[src/rtl/multicycle_control.sv]
// Main FSM sequencer for the multi-cycle MIPS datapath (R-type, lw, sw, beq, addi).
// Emits per-state mux selects and write strobes; memory accesses wait on mem_ready.
module multicycle_control #(
  parameter bit MEM_WAIT_EN = 1'b1,
  parameter int CNT_W       = 16
) (
  input  logic             clk,
  input  logic             rst_n,
  input  logic [5:0]       opcode,
  input  logic             mem_ready,
  output logic             PCWrite,
  output logic             PCWriteCond,
  output logic [1:0]       PCSource,
  output logic             IorD,
  output logic             MemRead,
  output logic             MemWrite,
  output logic             IRWrite,
  output logic             MemtoReg,
  output logic             RegDst,
  output logic             RegWrite,
  output logic             ALUSrcA,
  output logic [1:0]       ALUSrcB,
  output logic [1:0]       ALUOp,
  output logic [3:0]       state,
  output logic             instr_retired,
  output logic             illegal_op,
  output logic [CNT_W-1:0] retired_cnt
);

  typedef enum logic [3:0] {
    FETCH  = 4'd0,
    DECODE = 4'd1,
    MEMADR = 4'd2,
    MEMRD  = 4'd3,
    MEMWB  = 4'd4,
    MEMWR  = 4'd5,
    EXEC   = 4'd6,
    RWB    = 4'd7,
    BRANCH = 4'd8,
    ADDIEX = 4'd9,
    ADDIWB = 4'd10
  } state_t;

  localparam logic [5:0] OP_RTYPE = 6'b000000;
  localparam logic [5:0] OP_LW    = 6'b100011;
  localparam logic [5:0] OP_SW    = 6'b101011;
  localparam logic [5:0] OP_BEQ   = 6'b000100;
  localparam logic [5:0] OP_ADDI  = 6'b001000;

  state_t stateQ, stateD;
  logic   memRdy;

  // Ungated control word; every port is masked by rst_n below.
  logic       pcWriteC, pcWriteCondC, iorDC, memReadC, memWriteC, irWriteC;
  logic       memtoRegC, regDstC, regWriteC, aluSrcAC, retireC, illegalC;
  logic [1:0] pcSourceC, aluSrcBC, aluOpC;

  logic [CNT_W-1:0] cntQ;

  assign memRdy = MEM_WAIT_EN ? mem_ready : 1'b1;

  always_ff @(posedge clk or negedge rst_n) begin
    if (!rst_n) stateQ <= FETCH;
    else        stateQ <= stateD;
  end

  always_comb begin
    stateD = FETCH;
    case (stateQ)
      FETCH:  stateD = memRdy ? DECODE : FETCH;
      DECODE: begin
        case (opcode)
          OP_RTYPE:     stateD = EXEC;
          OP_LW, OP_SW: stateD = MEMADR;
          OP_BEQ:       stateD = BRANCH;
          OP_ADDI:      stateD = ADDIEX;
          default:      stateD = FETCH;
        endcase
      end
      MEMADR: begin
        if (opcode == OP_LW)      stateD = MEMRD;
        else if (opcode == OP_SW) stateD = MEMWR;
        else                      stateD = FETCH;
      end
      MEMRD:  stateD = memRdy ? MEMWB : MEMRD;
      MEMWB:  stateD = FETCH;
      MEMWR:  stateD = memRdy ? FETCH : MEMWR;
      EXEC:   stateD = RWB;
      RWB:    stateD = FETCH;
      BRANCH: stateD = FETCH;
      ADDIEX: stateD = ADDIWB;
      ADDIWB: stateD = FETCH;
      default: stateD = FETCH;
    endcase
  end

  always_comb begin
    pcWriteC     = 1'b0;
    pcWriteCondC = 1'b0;
    pcSourceC    = 2'b00;
    iorDC        = 1'b0;
    memReadC     = 1'b0;
    memWriteC    = 1'b0;
    irWriteC     = 1'b0;
    memtoRegC    = 1'b0;
    regDstC      = 1'b0;
    regWriteC    = 1'b0;
    aluSrcAC     = 1'b0;
    aluSrcBC     = 2'b00;
    aluOpC       = 2'b00;
    retireC      = 1'b0;
    illegalC     = 1'b0;
    case (stateQ)
      FETCH: begin
        // PC+4 is written only on the completing cycle, so a stalled fetch never double-increments.
        memReadC = 1'b1;
        aluSrcBC = 2'b01;
        aluOpC   = 2'b10;
        irWriteC = memRdy;
        pcWriteC = memRdy;
      end
      DECODE: begin
        aluSrcBC = 2'b11;
        aluOpC   = 2'b10;
        illegalC = !(opcode inside {OP_RTYPE, OP_LW, OP_SW, OP_BEQ, OP_ADDI});
      end
      MEMADR: begin
        aluSrcAC = 1'b1;
        aluSrcBC = 2'b10;
        aluOpC   = 2'b10;
      end
      MEMRD: begin
        iorDC    = 1'b1;
        memReadC = 1'b1;
      end
      MEMWB: begin
        memtoRegC = 1'b1;
        regWriteC = 1'b1;
        retireC   = 1'b1;
      end
      MEMWR: begin
        iorDC     = 1'b1;
        memWriteC = 1'b1;
        retireC   = memRdy;
      end
      EXEC: begin
        aluSrcAC = 1'b1;
      end
      RWB: begin
        regDstC   = 1'b1;
        regWriteC = 1'b1;
        retireC   = 1'b1;
      end
      BRANCH: begin
        aluSrcAC     = 1'b1;
        aluOpC       = 2'b01;
        pcWriteCondC = 1'b1;
        pcSourceC    = 2'b01;
        retireC      = 1'b1;
      end
      ADDIEX: begin
        aluSrcAC = 1'b1;
        aluSrcBC = 2'b10;
        aluOpC   = 2'b10;
      end
      ADDIWB: begin
        regWriteC = 1'b1;
        retireC   = 1'b1;
      end
      default: ;
    endcase
  end

  // Asynchronous masking: nothing leaves the block while rst_n is low, even mid-cycle.
  assign PCWrite       = rst_n & pcWriteC;
  assign PCWriteCond   = rst_n & pcWriteCondC;
  assign PCSource      = {2{rst_n}} & pcSourceC;
  assign IorD          = rst_n & iorDC;
  assign MemRead       = rst_n & memReadC;
  assign MemWrite      = rst_n & memWriteC;
  assign IRWrite       = rst_n & irWriteC;
  assign MemtoReg      = rst_n & memtoRegC;
  assign RegDst        = rst_n & regDstC;
  assign RegWrite      = rst_n & regWriteC;
  assign ALUSrcA       = rst_n & aluSrcAC;
  assign ALUSrcB       = {2{rst_n}} & aluSrcBC;
  assign ALUOp         = {2{rst_n}} & aluOpC;
  assign state         = {4{rst_n}} & stateQ;
  assign instr_retired = rst_n & retireC;
  assign illegal_op    = rst_n & illegalC;
  assign retired_cnt   = {CNT_W{rst_n}} & cntQ;

  always_ff @(posedge clk or negedge rst_n) begin
    if (!rst_n)                          cntQ <= '0;
    else if (retireC && (cntQ != '1))    cntQ <= cntQ + CNT_W'(1);
  end

endmodule

[config.mk]
export PLATFORM = sky130hd
export DESIGN_NAME = multicycle_control
export DESIGN_NICKNAME = d
export VERILOG_FILES = /design/src/rtl/multicycle_control.sv
export SDC_FILE = /design/constraint.sdc
export NUM_CORES = 1
export LEC_CHECK = 0
export ABC_CLOCK_PERIOD_IN_PS = 1830
export BUFFER_PORTS_ARGS = -buffer_cell sky130_fd_sc_hd__buf_2
export CAP_MARGIN = 40
export CORE_ASPECT_RATIO = 0.8
export CORE_MARGIN = 2
export CORE_UTILIZATION = 34
export CTS_BUF_LIST = sky130_fd_sc_hd__clkbuf_16
export DETAILED_ROUTE_END_ITERATION = 7
export PLACE_DENSITY = 0.69
export REMOVE_ABC_BUFFERS = 1
export SLEW_MARGIN = 5
export SYNTH_ARGS = -nofsm -noshare
export SYNTH_HDL_FRONTEND = slang
export SYNTH_SLANG_ARGS = --single-unit
[constraint.sdc]
create_clock -name clk -period 1.83 [get_ports clk]
set_input_delay 0.0915 -clock clk [delete_from_list [all_inputs] [get_ports clk]]
set_output_delay 0.0915 -clock clk [all_outputs]
set_load 0.01 [all_outputs]
==> results.toml <==
[status]
status = "completed"

[grt]
grt_pass1_wl_mm = 5.306
grt_usage_pct = 14.12
grt_max_degree = 24
overflow = 0
grt_pass1_vias = 1142
grt_antenna_before_repair = 0

[placed_design]
place.detailed.hpwl_mm = 2.426
placed_cell_area_um2 = 1737
dp_cells = 270
dp_slack_ns = 0.09259
portBuffers = 45
routabilityCongestion = 0.7777

[yosys]
synth_common_cells = "21 x and2_1, 20 x dfrtp_1, 14 x nand2_1"
ys_seq_area_share_pct = 35.18
synthCells = 169
synthArstFlopShare_pct = 100.0
yosys_register_bits = 20
yosys_warnings = 0
synth_cell_types = 40
synth.largest_area_cell = "dfrtp_1"
yosysMostFrequentCell = "and2_1"
yosys-top-cells-area = "dfrtp_1 35%, and2_1 9.2%, xnor2_1 8.0%"
synth_top_area_share_pct = 35.18
synth_edf_count = 0
synth_ff_type = "dfrtp_1"
avgSynthCellArea_um2 = 8.418
syn_area_um2 = 1423

[cts]
htree_levels = 1
clock_latency_ns = 0.25
clkSinkCount = 20
cts_made_buffers = 3
cts.clk_slew.worst_paths_ns = 0.06
cts_tree = "built"
clockBufferDepth = 2
cts-root-buf = "clkbuf_16"

[cells_and_area]
drive_gt1_share_pct = 31.05
ff_latch_area_um2 = 500.5
diodes = 0
final_cell_count_no_fill = 276
syn_to_final_growth_pct = 31.66
nets = 230
fin_area_um2 = 1873
multi_input_area_um2 = 855.8
fillers = 420
post-route-util_pct = 45.70

[drt]
route.met2.wl_mm = 1.376
top_layer = "met4"
wl_met3_um = 137
firstDrtPassIters = 4
route.detailed.drc = 0
vias = 1330
antenna_left = 0
wl_met1_mm = 1.660
initialDrtViolationCount = 37
vias_per_cell = 4.819
drt-total-wl_mm = 3.208
wl_per_cell_um = 11.62

[hold_path]
hold_end = "stateQ[1]"
hp-class = "input port to flip-flop"
hold_path.startpoint = "opcode[3]"
holdPathStages = 2

[sta]
period_needed_ns = 1.751
min_period_over_period_pct = 95.68
setup_viol = 0
worst_hold_slack_ns = 0.1753
fin_tns_setup_ns = 0
fin_skew_ns = 0.004539
rsz0062_at_grt = "true"
final_hold_viol_count = 0
slew_violations = 0
max_freq_ghz = 0.5711
setup_slack_ns = 0.07906

[power]
fin_total_pwr_mw = 1.393
total_leakage_power_nw = 0.9481
vdd_drop_max_mv = 0.3803
power_density_nw_per_um2 = 743.7

[job]
max_cap_viol_count = 0

[floorplan]
die_x_um = 76.32
io_pins = 47
die_area_um2 = 4721
die_h_um = 61.86
start_util_pct = 34.71
core_area_um2 = 4099
rows = 21

[setup_path]
reg2reg_from = "stateQ[1]"
cp_data_required_time_ns = 1.96
cp_max_fo = 5
rrSetupSlack_ns = 0.08
reg2regPathDepth = 5
critical_path_class = "flip-flop to flip-flop"
startpoint_type = "flip-flop"
r2r_end = "cntQ[14]"
cp_data_arrival_time_ns = 1.88
worstSetupEndpointType = "flip-flop"
## how the worst max path moves through the flow
stage,startpoint,cells past startpoint,to
after CTS,stateQ[0],5,cntQ[14]
after detailed placement,stateQ[0],5,cntQ[14]
after global routing,stateQ[0],5,illegal_op
after floorplan,stateQ[0],2,ALUOp[0]
after global placement,stateQ[0],5,cntQ[14]
final,stateQ[1],5,cntQ[14]
## where the power goes
part | leakage, nW | switching, mW | internal [mW]
sequential | 0.273 | 0.0367 | 0.475
clock | 0.0511 | 0.157 | 0.434
combinational | 0.624 | 0.154 | 0.136
total | 0.948 | 0.348 | 1.05
## state kept, by name, summed over array words and instances, names as in the netlist
register and count:
stateQ 4, cntQ 16
## repair_timing
action	4_1_cts	5_1_grt
endpoints found under the setup margin	1	8
endpoints found under the hold margin	7	0
setup buffers	0	1
pin swaps	0	1
hold buffers	1	0
resized for setup	1	3
## routing by layer
layer	GRT usage, %	vias to the layer above
li1	-	685
met1	20.23	609
met4	4.156	0
met5	0	-
met2	21.87	32
met3	3.035	4
## cells in the final DEF, fill, tap and decap left out, types with 2 or more instances in the layout
cell / count
mux2i_1: 2
nand2b_1: 2
nor3_1: 4
xor2_1: 2
nor4_1: 3
nor2_1: 9
a21oi_1: 4
nand4_1: 10
and3_1: 5
mux2_1: 2
clkbuf_16: 3
buf_2: 45
inv_1: 6
nand2_1: 14
dfrtp_1: 20
and2_1: 21
buf_4: 11
nand3_1: 10
xnor2_1: 13
a31oi_1: 2
o21ai_0: 4
nor2b_2: 2
nor2b_1: 4
## cells by family after synthesis
kind of cell	share of synthesized area, %
xor gates and xnor gates	9.235
muxes	3.782
and+or+nand+nor	35.45
buffers and inverters	5.628
DFF	35.18
other	0.2636
adders and majority gates	0.8794
AOI/OAI and AO/OA	9.587
## worst max-delay path, cell delays in order (launching register included)
cell and delay [ns]:
dfrtp_1 0.40, or2_4 0.27, a211o_1 0.33, a21oi_4 0.20
nand4_1 0.12, mux2_1 0.32
## area by class of cell
class | count | area share, %
clock inverter | 1 | 1.603
inverter | 6 | 1.202
clock buffer | 3 | 4.008
tap | 57 | 3.808
timing repair buffer | 57 | 16.97
multi-input combinational | 132 | 45.69
sequential | 20 | 26.72
No activity file was read; power rests on OpenSTA's default activity.
